===== src/rtl/elf_pkg.sv =====
// Shared types for the ELF main-RAM arbiter: FSM state, grant source and RAM geometry.
package elf_pkg;

    localparam int RAM_ADDR_W = 12;

    typedef enum logic [1:0] {
        S_RUN   = 2'd0,
        S_LOAD  = 2'd1,
        S_FLUSH = 2'd2
    } arb_state_t;

    typedef enum logic [1:0] {
        G_NONE = 2'd0,
        G_LOAD = 2'd1,
        G_DMA  = 2'd2,
        G_CPU  = 2'd3
    } grant_t;

endpackage


===== src/rtl/elf_load_buffer.sv =====
// One-entry holding register between the ioctl download port and the RAM.
// Drops out-of-range bytes and back-pressures the host while occupied.
module elf_load_buffer #(
    parameter int ADDR_W = 12
) (
    input  logic              clk,
    input  logic              reset_n,
    input  logic              capture_en,
    input  logic              ioctl_wr,
    input  logic [24:0]       ioctl_addr,
    input  logic [7:0]        ioctl_dout,
    input  logic              drain,
    output logic              buf_valid,
    output logic [ADDR_W-1:0] buf_addr,
    output logic [7:0]        buf_data,
    output logic              ioctl_wait
);

    logic in_range;
    logic capture;

    assign in_range = (ioctl_addr >> ADDR_W) == 25'd0;
    assign capture  = capture_en && ioctl_wr && in_range && !buf_valid;

    always_ff @(posedge clk or negedge reset_n) begin
        if (!reset_n) begin
            buf_valid <= 1'b0;
            buf_addr  <= '0;
            buf_data  <= 8'd0;
        end else if (capture) begin
            buf_valid <= 1'b1;
            buf_addr  <= ioctl_addr[ADDR_W-1:0];
            buf_data  <= ioctl_dout;
        end else if (drain) begin
            buf_valid <= 1'b0;
        end
    end

    assign ioctl_wait = buf_valid;

    // The host must honour ioctl_wait; a strobe landing on a full buffer is lost.
    host_wr_while_full: assert property (@(posedge clk) disable iff (!reset_n)
        !(capture_en && ioctl_wr && buf_valid));

endmodule


===== src/rtl/elf_ram_arbiter.sv =====
// Single-port ELF main RAM sequencer: loader, Pixie DMA and 1802 CPU share one
// access slot per cycle; download mode locks out DMA and CPU until the buffer drains.
module elf_ram_arbiter
    import elf_pkg::*;
#(
    parameter int         ADDR_W       = RAM_ADDR_W,
    parameter logic [7:0] LOAD_INDEX   = 8'd0,
    parameter int         CPU_MAX_WAIT = 4
) (
    input  logic              clk,
    input  logic              reset_n,
    input  logic              ioctl_download,
    input  logic [7:0]        ioctl_index,
    input  logic              ioctl_wr,
    input  logic [24:0]       ioctl_addr,
    input  logic [7:0]        ioctl_dout,
    output logic              ioctl_wait,
    output logic              load_busy,
    input  logic              cpu_req,
    input  logic              cpu_we,
    input  logic [ADDR_W-1:0] cpu_addr,
    input  logic [7:0]        cpu_wdata,
    output logic              cpu_ack,
    output logic [7:0]        cpu_rdata,
    output logic              cpu_rvalid,
    input  logic              dma_req,
    input  logic [ADDR_W-1:0] dma_addr,
    output logic              dma_ack,
    output logic [7:0]        dma_rdata,
    output logic              dma_rvalid,
    output logic [ADDR_W-1:0] ram_addr,
    output logic              ram_we,
    output logic [7:0]        ram_wdata,
    input  logic [7:0]        ram_rdata,
    output arb_state_t        dbg_state
);

    localparam int CNT_W = $clog2(CPU_MAX_WAIT + 1);

    arb_state_t        state;
    arb_state_t        state_nxt;
    grant_t            grant;
    logic [CNT_W-1:0]  starve_cnt;
    logic              buf_valid;
    logic [ADDR_W-1:0] buf_addr;
    logic [7:0]        buf_data;
    logic              capture_en;
    logic              run_en;
    logic [7:0]        cpu_rdata_q;
    logic [7:0]        dma_rdata_q;

    elf_load_buffer #(.ADDR_W(ADDR_W)) u_load_buffer (
        .clk        (clk),
        .reset_n    (reset_n),
        .capture_en (capture_en),
        .ioctl_wr   (ioctl_wr),
        .ioctl_addr (ioctl_addr),
        .ioctl_dout (ioctl_dout),
        .drain      (grant == G_LOAD),
        .buf_valid  (buf_valid),
        .buf_addr   (buf_addr),
        .buf_data   (buf_data),
        .ioctl_wait (ioctl_wait)
    );

    always_ff @(posedge clk or negedge reset_n) begin
        if (!reset_n) state <= S_RUN;
        else          state <= state_nxt;
    end

    always_comb begin
        state_nxt = state;
        case (state)
            S_RUN:   if (ioctl_download && ioctl_index == LOAD_INDEX) state_nxt = S_LOAD;
            S_LOAD:  if (!ioctl_download) state_nxt = S_FLUSH;
            S_FLUSH: if (!buf_valid) state_nxt = S_RUN;
            default: state_nxt = S_RUN;
        endcase
    end

    always_comb begin
        load_busy  = (state != S_RUN);
        capture_en = (state == S_LOAD);
        run_en     = (state == S_RUN);
    end

    // Handshake: req is sampled at a clock edge and held by the requester until
    // it sees ack in the following cycle; a req still high at the next edge is a
    // new request. Read data follows one cycle after ack, with rvalid for one cycle.
    always_comb begin
        grant = G_NONE;
        if (buf_valid) begin
            grant = G_LOAD;
        end else if (run_en) begin
            if (cpu_req && (!dma_req || starve_cnt == CNT_W'(CPU_MAX_WAIT))) grant = G_CPU;
            else if (dma_req) grant = G_DMA;
        end
    end

    always_ff @(posedge clk or negedge reset_n) begin
        if (!reset_n) begin
            cpu_ack     <= 1'b0;
            dma_ack     <= 1'b0;
            ram_we      <= 1'b0;
            ram_addr    <= '0;
            ram_wdata   <= 8'd0;
            cpu_rvalid  <= 1'b0;
            dma_rvalid  <= 1'b0;
            cpu_rdata_q <= 8'd0;
            dma_rdata_q <= 8'd0;
            starve_cnt  <= '0;
        end else begin
            cpu_ack <= (grant == G_CPU);
            dma_ack <= (grant == G_DMA);
            ram_we  <= (grant == G_LOAD) || (grant == G_CPU && cpu_we);
            case (grant)
                G_LOAD: begin
                    ram_addr  <= buf_addr;
                    ram_wdata <= buf_data;
                end
                G_DMA:  ram_addr <= dma_addr;
                G_CPU: begin
                    ram_addr  <= cpu_addr;
                    ram_wdata <= cpu_wdata;
                end
                default: ;
            endcase
            cpu_rvalid <= cpu_ack && !ram_we;
            dma_rvalid <= dma_ack;
            if (cpu_rvalid) cpu_rdata_q <= ram_rdata;
            if (dma_rvalid) dma_rdata_q <= ram_rdata;
            if (!cpu_req || grant == G_CPU) starve_cnt <= '0;
            else if (grant == G_DMA)        starve_cnt <= starve_cnt + CNT_W'(1);
        end
    end

    // The RAM output register is the read pipeline stage; the _q copies only hold data between reads.
    assign cpu_rdata = cpu_rvalid ? ram_rdata : cpu_rdata_q;
    assign dma_rdata = dma_rvalid ? ram_rdata : dma_rdata_q;
    assign dbg_state = state;

endmodule


===== config.mk =====
export PLATFORM = sky130hd
export DESIGN_NAME = elf_ram_arbiter
export DESIGN_NICKNAME = d
export VERILOG_FILES = /design/src/rtl/elf_pkg.sv /design/src/rtl/elf_load_buffer.sv /design/src/rtl/elf_ram_arbiter.sv
export SDC_FILE = /design/constraint.sdc
export NUM_CORES = 1
export LEC_CHECK = 0
export ABC_AREA = 1
export CORE_MARGIN = 10
export CORE_UTILIZATION = 38
export DETAILED_ROUTE_END_ITERATION = 12
export GPL_ROUTABILITY_DRIVEN = 0
export PLACE_DENSITY = 0.77
export SYNTH_ARGS = -nofsm -noshare
export SYNTH_HDL_FRONTEND = slang
export SYNTH_SLANG_ARGS = --single-unit

===== constraint.sdc =====
create_clock -name clk -period 1.41 [get_ports clk]
set_input_delay 0.282 -clock clk [delete_from_list [all_inputs] [get_ports clk]]
set_output_delay 0.282 -clock clk [all_outputs]
set_load 0.03 [all_outputs]

Word level (Yosys, flattened, before mapping)
Index checks and enable logic that the tools add are counted.
Widths: inputs -> output; s select.
{"block": "word_totals", "ff_bits": 67, "latchBits": 0, "mem_bits_rw": 0, "mem_bits_ro": 0, "input_bits": 88, "out_inout_bits": 45, "elab_cells": 63, "mem_count": 0}
{"block": "classes", "n_addsub": 1, "mul": 0, "n_div": 0, "n_lt_le_gt_ge": 0, "eq_ne": 9, "shift": 0, "muxes": 16, "n_bitwise": 0, "n_reduce_logical": 23}
{"operator": "$pmux 12 s3", "n": 1}
{"operator": "$logic_not 25->1", "n": 1}
{"operator": "$mux 8", "n": 2}
{"operator": "$pmux 8 s2", "n": 1}
{"operator": "$mux 2", "n": 7}
{"operator": "$logic_not 8->1", "n": 1}
{"operator": "$reduce_bool 2->1", "n": 4}
{"operator": "$logic_and 1x1->1", "n": 7}
{"operator": "$eq 2x2->1 const B", "n": 3}
{"operator": "$mux 3", "n": 2}
{"operator": "$pmux 2 s3", "n": 1}
{"operator": "$eq 2x1->1 const B", "n": 2}
{"operator": "$logic_not 1->1", "n": 4}
{"operator": "$ne 2x2->1 const B", "n": 2}
{"operator": "$add 3x1->3 const B", "n": 1}
{"operator": "$eq 3x3->1 const B", "n": 1}
{"operator": "$logic_or 1x1->1", "n": 3}
{"operator": "$reduce_and 3->1", "n": 1}
{"operator": "$reduce_bool 3->1", "n": 1}
{"operator": "$logic_not 2->1", "n": 1}
{"operator": "$mux 1", "n": 2}
{"operator": "$ne 2x1->1 const B", "n": 1}

Longest topological paths before layout
Gate-level depths: netlist of the first run.
{"block": "depth", "depth_word": 9, "ltp_mapped": 10, "ltp_nobuf": 9}

By module
A second synthesis of the first run with hierarchy kept.
{"block": "unflattened", "cells_unflattened": 371, "area_unflattened_um2": 3261.9}
{"mod": "elf_ram_arbiter", "instances": 1, "cells_each": 265, "area_per_inst_um2": 2313.5, "seq_area_each_um2": 1151.1}
{"mod": "elf_load_buffer", "instances": 1, "cells_each": 106, "area_per_inst_um2": 948.4, "seq_area_each_um2": 525.5}

Worst setup path after synthesis of the first run
OpenSTA, ideal clock, no wires.
{"block": "synth_path", "kind": "reg-to-output", "startpoint": "reg cpu_rvalid", "endpoint": "out cpu_rdata[0]", "arrival_time_ps": 1265, "required_ps": 1128, "path_slack_ps": -137, "stages_incl_launch_ff": 3, "path_buffers": 1, "cell_sequence": "dfrtp_1 clkbuf_1 mux2_2"}
{"block": "synth_via", "elab_chain_cells": 1}
{"element": "start: declaration", "line": "elf_ram_arbiter.sv:25", "text": "output logic cpu_rvalid,"}
{"element": "start signal: assignment", "line": "elf_ram_arbiter.sv:128", "text": "cpu_rvalid <= cpu_ack && !ram_we;"}
{"element": "$mux 8"}
{"element": "end: declaration", "line": "elf_ram_arbiter.sv:24", "text": "output logic [7:0] cpu_rdata,"}
Every way passes these cells.

Final worst setup path of the first run
{"block": "layout_path", "startpoint": "reg cpu_rvalid", "endpoint": "out cpu_rdata[5]"}
Same word-level chain as after synthesis.

==> impl_summary.log, run 1 <==
[metrics] total die area: 0.0118 mm2
[metrics] count of distinct cell types in the synthesized netlist: 21
[metrics] Syn Nets: 438
[metrics] number of max-slew violations in the final report: 0
[metrics] antenna violations before repair: 0
[metrics] TritonCTS clock tree: built
[metrics] final non-filler cell area: 0.00588 mm2
[metrics] kind of launch point of the worst setup path: flip-flop
[metrics] Antenna Violating Nets Remaining: 0
[metrics] adder-cell share of the synthesized area: 0.836%
[metrics] number of instances in the synthesized netlist: 348
[metrics] total CTS buffers: 9
[metrics] worst path arrival time: 1.36 ns
[metrics] slowest cell delay on critical path: 0.42 ns
[metrics] share of cells above drive strength 1: 45.4%
[metrics] max frequency: 611 MHz
[metrics] most common cell after layout, fill and taps aside: sky130_fd_sc_hd__clkdlybuf4s50_1
[metrics] Max VDD drop: 0.604 mV
[metrics] number of buffer cells added on primary ports: 132
[metrics] setup repair after global routing missed its margin: true
[metrics] outcome: complete, but fails checks
[metrics] multiplexer share of the synthesized area: 6.02%
[metrics] R2R Path Start: dbg_state[1]$_DFFE_PN0P_
[metrics] data required time of the worst path: 1.13 ns
[metrics] Critical-path top delay cell: sky130_fd_sc_hd__dfrtp_2
[metrics] Post-Synth Simple-Gate Area: 31.0%
[metrics] critical path endpoint: cpu_rdata[5]
[metrics] die span in y: 109 um
[metrics] minimum period implied by the final worst setup slack: 1.64 ns
[metrics] classification of the worst-slack hold path: flip-flop to flip-flop
[metrics] cell breakdown of the critical path: buf_6 > mux2_4 > buf_6
[metrics] synth top area cells: sky130_fd_sc_hd__dfrtp_1 (56%), sky130_fd_sc_hd__nand2_1 (16%), sky130_fd_sc_hd__nand3_1 (6.9%)
[metrics] Worst Reg2Reg Path Length in Cells: 9
[metrics] half-perimeter wire length after placement: 7180 um
[metrics] relative slew slack: 76.5%
[metrics] Wirelength per Cell: 18.1 um
[metrics] leading area contributor after synthesis: sky130_fd_sc_hd__dfrtp_1
[metrics] Crit path top cell by count: sky130_fd_sc_hd__buf_6
[metrics] core box area: 0.00769 mm2
[metrics] final setup slack of the worst path: -0.228 ns
[metrics] Tightest Pin Transition: 0.352 ns
[metrics] type of the setup path with the least slack: flip-flop to output pin
[metrics] Via density: 5.02
[metrics] number of sinks driven by the clock tree: 67
[metrics] deepest level of the CTS H-tree: 3
[metrics] Area growth syn-to-layout: 96.3%
[metrics] Via Count: 3,213
[metrics] max-cap violation count: 0
[metrics] number of register bits inferred by synthesis: 67
[metrics] area share of the leading cell type in the synthesized netlist: 56.0%
[metrics] top-level I/O count: 133
[metrics] reg-to-reg setup timing slack: -0.18 ns
[metrics] Remaining DRCs: 0
[metrics] largest fanout on the critical path: 5
[metrics] syn_area_per_cell: 8.60 um2
[metrics] post-placement cell area: 0.00455 mm2
[metrics] starting density of the core: 38.9%
[metrics] number of diodes: 0
[metrics] detailed-router iteration count before antenna repair: 4
[metrics] share of the synthesized area in compound gates (AO/OA/AOI/OAI): 1.42%
[metrics] Total Routing Usage GR: 17.3%
[metrics] failing checks: setup timing
[metrics] DRT Wirelength: 11,600 um
[metrics] share of synthesized area occupied by flip-flops and latches: 56.0%
[metrics] P per Cell Area: 893 mW/mm2
[metrics] Worst Setup End Kind: output pin
[metrics] share of the cycle needed by the critical path after routing: 116%
[metrics] terminus of the critical flop-to-flop path: ram_addr[9]$_DFFE_PN0P_
[metrics] register clock-pin slew on the reported worst setup and hold paths: 0.07 ns
[metrics] clock latency on the worst-skew pair: 0.35 ns
[metrics] number of global-route vias before repair: 3,144
[metrics] final net count: 623
[metrics] maximum number of pins on one net before global-route repair: 68
[metrics] total count of hold-check failures in the final report: 0
[metrics] Root Driver: sky130_fd_sc_hd__clkbuf_8
[metrics] Die Width: 109 um
[metrics] area of the mapped netlist: 0.00299 mm2
[metrics] most used cells in the layout excluding fill and tap cells: sky130_fd_sc_hd__clkdlybuf4s50_1 (85), sky130_fd_sc_hd__dfrtp_1 (63), sky130_fd_sc_hd__nand2_1 (60)
[metrics] Std-Cell Rows: 32
[metrics] Static Leak: 2.93 nW
[metrics] critical path launch point: cpu_rvalid$_DFF_PN0_
[metrics] post-synthesis share of cell area spent on xor and xnor gates: 0%
[metrics] combinational family with the most area after synthesis: simple AND/OR/NAND/NOR gates
[metrics] setup violators final: 62
[metrics] global-route wire length before repair: 15,900 um
[metrics] Tot Pwr: 5.25 mW
[metrics] DRC marker count from the first detailed-route iteration: 130
[metrics] buffer depth of the longest clock path: 2
[metrics] total number of yosys warnings: 0
[metrics] remaining global-route overflow: 0
[metrics] setup skew after layout: 0.0103 ns
-- power by group --
group	switching, mW	internal [mW]	leakage, nW	total, mW
combinational	0.861	0.829	2.00	1.69
clock	0.751	0.644	0.0757	1.39
sequential	0.0805	2.09	0.851	2.17
total	1.69	3.56	2.93	5.25
-- Yosys cell counts, drive strengths merged --
cell / n
a21oi: 4
nor2: 44
buf: 11
mux2: 16
nor3: 1
a211oi: 1
nand4: 2
dfrtp: 67
nand3: 42
clkbuf: 3
ha: 2
nand2: 131
o21ai: 3
inv: 17
or2: 4
-- worst max-delay path: cells and delay by family, from the launching register on --
kind | cells | cell delay, ns
buffers and inverters | 2 | 0.28
DFF | 1 | 0.42
muxes | 1 | 0.31
-- layout make-up --
| type | count | area (um2) |
|---|---|---|
| Timing Repair Buffer | 188 | 2030 |
| Tap cell | 102 | 128 |
| Clock buffer | 11 | 131 |
| Sequential cell | 67 | 1680 |
| Multi-Input combinational cell | 250 | 1790 |
| Clock inverter | 5 | 40.0 |
| Inverter | 17 | 68.8 |
| Fill cell | 476 | 1810 |
-- through the flow --
stage / worst slack (ns) / instances / hold WS, ns / TNS, ns / util (%)
global route: -0.277 / 640 / 0.406 / -12.17 / 76.5
floorplan: 0.00216 / 348 / -0.0136 / 0 / -
detailed placement: -0.339 / 589 / 0.326 / -9.86 / 59.2
finish: -0.228 / 640 / 0.395 / -7.87 / 76.5
global placement: -0.321 / 589 / 0.324 / -8.29 / 59.2
CTS: -0.241 / 630 / 0.391 / -5.59 / 69.6
-- registers in the layout (all words and copies together), names as in the netlist --
signal / cells
dma_rvalid: 1
ram_wdata: 8
cpu_ack: 1
cpu_rvalid: 1
dma_rdata_q: 8
cpu_rdata_q: 8
u_load_buffer.buf_valid: 1
ram_we: 1
dbg_state: 2
u_load_buffer.buf_addr: 12
starve_cnt: 3
dma_ack: 1
u_load_buffer.buf_data: 8
ram_addr: 12
-- timing repair --
action                                  in CTS  in global routing
gates resized for setup                    136                152
hold buffers                                 1                  0
pin swaps                                   31                 50
endpoints found under the setup margin      81                 83
buffers inserted                            17                  8
endpoints found under the hold margin       67                  0
gates cloned                                 9                  2
-- per-layer routing --
metal,global-route usage [%],vias up,part of all wire (%)
li1,-,1477,-
met1,19.5,1540,37
met2,30.3,160,53
met3,5.31,36,7.4
met4,6.12,0,2.8
met5,0,-,0
-- cell families after synthesis --
| logic type | count (synthesis) |
|---|---|
| compound gates | 8 |
| mux | 16 |
| fa+ha+maj | 2 |
| buf+inv | 31 |
| simple gates | 224 |
| flops | 67 |
-- worst min path at each step --
stage	startpoint	to	slack [ns]	cells after the start
after floorplan	reset_n	cpu_ack$_DFF_PN0_	-0.01	0
after global placement	reset_n	ram_addr[7]$_DFFE_PN0P_	0.32	2
after detailed placement	reset_n	ram_addr[3]$_DFFE_PN0P_	0.33	2
after CTS	dma_ack$_DFF_PN0_	dma_rvalid$_DFF_PN0_	0.39	0
after global routing	dma_ack$_DFF_PN0_	dma_rvalid$_DFF_PN0_	0.41	0
final	dma_ack$_DFF_PN0_	dma_rvalid$_DFF_PN0_	0.39	0
Power figures use the tool's default switching activity.
==> run 2, diff against run 1 <==
--- a/config.mk
+++ b/config.mk
@@ -8,6 +8,7 @@
 export ABC_AREA = 1
 export CORE_MARGIN = 10
 export CORE_UTILIZATION = 38
+export CTS_BUF_LIST = sky130_fd_sc_hd__clkbuf_8 sky130_fd_sc_hd__clkbuf_16
 export DETAILED_ROUTE_END_ITERATION = 12
 export GPL_ROUTABILITY_DRIVEN = 0
 export PLACE_DENSITY = 0.77
==> run 2 against run 1 <==
- the run still ends with setup timing left
- non-clock buffer count fell by 1
- clock skew barely moved
- final cell count fell by 0.16%
- via count fell by 0.53%
- fmax fell by 0.47%
- critical endpoint is now cpu_rdata[7]
- largest power group unchanged
- highest routed layer unchanged
==> impl_summary.log, run 2 (synthesized netlist as in run 1, its figures left out) <==
[metrics] DRT Wirelength: 11,600 um (+0.33%)
[metrics] DRC marker count from the first detailed-route iteration: 140 (+7.7%)
[metrics] Via density: 5.00 (-0.37%)
[metrics] die span in y: 109 um (unchanged)
[metrics] Tot Pwr: 5.23 mW (-0.40%)
[metrics] Critical-path top delay cell: sky130_fd_sc_hd__dfrtp_2
[metrics] slowest cell delay on critical path: 0.42 ns (about the same)
[metrics] Root Driver: sky130_fd_sc_hd__clkbuf_8
[metrics] Worst Setup End Kind: output pin
[metrics] post-placement worst setup slack: -0.339 ns (unchanged)
[metrics] Via Count: 3,196 (-0.53%)
[metrics] Wirelength per Cell: 18.2 um (+0.48%)
[metrics] number of diodes: 0 (unchanged)
[metrics] buffer depth of the longest clock path: 2 (unchanged)
[metrics] maximum number of pins on one net before global-route repair: 68 (unchanged)
[metrics] Die Width: 109 um (unchanged)
[metrics] global-route wire length before repair: 15,900 um (+0.26%)
[metrics] max-cap violation count: 0 (unchanged)
[metrics] Tightest Pin Transition: 0.352 ns (+0.0000936 ns)
[metrics] antenna violations before repair: 0 (unchanged)
[metrics] total CTS buffers: 9 (unchanged)
[metrics] post-placement cell area: 0.00455 mm2 (unchanged)
[metrics] kind of launch point of the worst setup path: flip-flop
[metrics] minimum period implied by the final worst setup slack: 1.65 ns (+0.00765 ns)
[metrics] Area growth syn-to-layout: 96.1%
[metrics] data required time of the worst path: 1.13 ns (about the same)
[metrics] most used cells in the layout excluding fill and tap cells: sky130_fd_sc_hd__clkdlybuf4s50_1 (85), sky130_fd_sc_hd__dfrtp_1 (63), sky130_fd_sc_hd__nand2_1 (60)
[metrics] total die area: 0.0118 mm2 (unchanged)
[metrics] number of sinks driven by the clock tree: 67 (unchanged)
[metrics] deepest level of the CTS H-tree: 3 (unchanged)
[metrics] failing checks: setup timing
[metrics] detailed-router iteration count before antenna repair: 5 (+1)
[metrics] Crit path top cell by count: sky130_fd_sc_hd__buf_6
[metrics] count of fill cells added during filler insertion: 476 (unchanged)
[metrics] final setup slack of the worst path: -0.235 ns (-0.00765 ns)
[metrics] clock latency on the worst-skew pair: 0.35 ns (about the same)
[metrics] remaining global-route overflow: 0 (unchanged)
[metrics] Antenna Violating Nets Remaining: 0 (unchanged)
[metrics] largest registers: ram_addr x12, u_load_buffer.buf_addr x12
[metrics] max frequency: 608 MHz (-0.47%)
[metrics] classification of the worst-slack hold path: flip-flop to flip-flop
[metrics] Max VDD drop: 0.602 mV (-0.28%)
[metrics] largest fanout on the critical path: 5 (unchanged)
[metrics] final non-filler cell area: 0.00587 mm2 (-0.13%)
[metrics] setup skew after layout: 0.0105 ns (+0.000178 ns)
[metrics] register clock-pin slew on the reported worst setup and hold paths: 0.07 ns (about the same)
[metrics] setup repair after global routing missed its margin: true
[metrics] number of max-slew violations in the final report: 0 (unchanged)
[metrics] starting density of the core: 38.9% (unchanged)
[metrics] Std-Cell Rows: 32 (unchanged)
[metrics] final net count: 622 (-0.16%)
[metrics] share of cells above drive strength 1: 45.3% (-0.10 points)
[metrics] number of global-route vias before repair: 3,147 (+0.095%)
[metrics] cell breakdown of the critical path: buf_6 > mux2_4 > buf_6
[metrics] TritonCTS clock tree: built
[metrics] setup violators final: 61 (-1.6%)
[metrics] top-level I/O count: 133 (unchanged)
[metrics] P per Cell Area: 891 mW/mm2 (-0.27%)
[metrics] most common cell after layout, fill and taps aside: sky130_fd_sc_hd__clkdlybuf4s50_1
[metrics] Remaining DRCs: 0 (unchanged)
[metrics] Total Routing Usage GR: 17.4% (+0.074 points)
[metrics] Static Leak: 2.93 nW (about the same)
[metrics] relative slew slack: 76.5% (about the same)
[metrics] type of the setup path with the least slack: flip-flop to output pin
[metrics] number of buffer cells added on primary ports: 132 (unchanged)
[metrics] share of the cycle needed by the critical path after routing: 117% (+0.54 points)
[metrics] total count of hold-check failures in the final report: 0 (unchanged)
[metrics] outcome: complete, but fails checks
[metrics] worst path arrival time: 1.36 ns (about the same)
[metrics] half-perimeter wire length after placement: 7180 um (unchanged)
[metrics] core box area: 0.00769 mm2 (unchanged)
## run 2: cell types whose count changed in the layout (fill, tap and decap cells not counted), sizes merged
cell and change:
inv +2, clkbuf -2, buf -1
## run 2: stage by stage
stage                     hold WS (ns)  TNS [ns]  util, %  std cells
after detailed placement         0.326     -9.86     59.2        589
final                            0.395     -7.86     76.4        639
after global placement           0.324     -8.29     59.2        589
after global routing             0.406    -12.18     76.4        639
after CTS                        0.391     -5.58     69.5        630
after floorplan                -0.0136         0        -        348
## run 2: worst max-delay path, delay by kind of cell, from the launching register on
family | cells | cell delay (ns)
DFF | 1 | 0.42
muxes | 1 | 0.32
buffers and inverters | 2 | 0.29
## run 2: metal layers
| metal | GRT usage [%] | routed length (um) |
|---|---|---|
| met5 | 0 | 0 |
| met4 | 6.12 | 360 |
| met3 | 5.31 | 724 |
| met2 | 30.5 | 6230 |
| met1 | 19.5 | 4330 |
## run 2: area by class of cell
type / instances / area [um2] / share of cell area, %
repair buffers: 187 / 2030 / 34.6
multi-input cells: 250 / 1790 / 30.5
flip-flops and latches: 67 / 1680 / 28.6
well taps: 102 / 128 / 2.17
clock buffers: 9 / 124 / 2.11
inverters: 17 / 68.8 / 1.17
clock inverters: 7 / 47.5 / 0.810
## run 2: final timing paths
kind,startpoint,endpoint,slack [ns],cells past startpoint
worst min register to register,dma_ack$_DFF_PN0_,dma_rvalid$_DFF_PN0_,0.40,0
max in group asynchronous,reset_n,dbg_state[0]$_DFFE_PN0P_,0.62,3
worst min-delay path,dma_ack$_DFF_PN0_,dma_rvalid$_DFF_PN0_,0.40,0
min in group asynchronous,reset_n,ram_addr[3]$_DFFE_PN0P_,0.47,3
worst max register to register,dbg_state[1]$_DFFE_PN0P_,u_load_buffer.buf_data[1]$_DFFE_PN0P_,-0.18,9
worst max-delay path,cpu_rvalid$_DFF_PN0_,cpu_rdata[7],-0.24,3
## run 2: report_power, final
group          leakage [nW]  internal [mW]  switching [mW]
sequential            0.851           2.09          0.0805
clock                0.0840          0.630           0.750
combinational          1.99          0.822           0.863
## run 2: repair_timing
item / in CTS / in global routing
endpoints found under the setup margin: 81 / 83
resized for setup: 135 / 153
cloned: 9 / 2
pin swaps: 31 / 50
hold buffers: 1 / 0
hold endpoints to repair: 67 / 0
setup buffers: 17 / 7
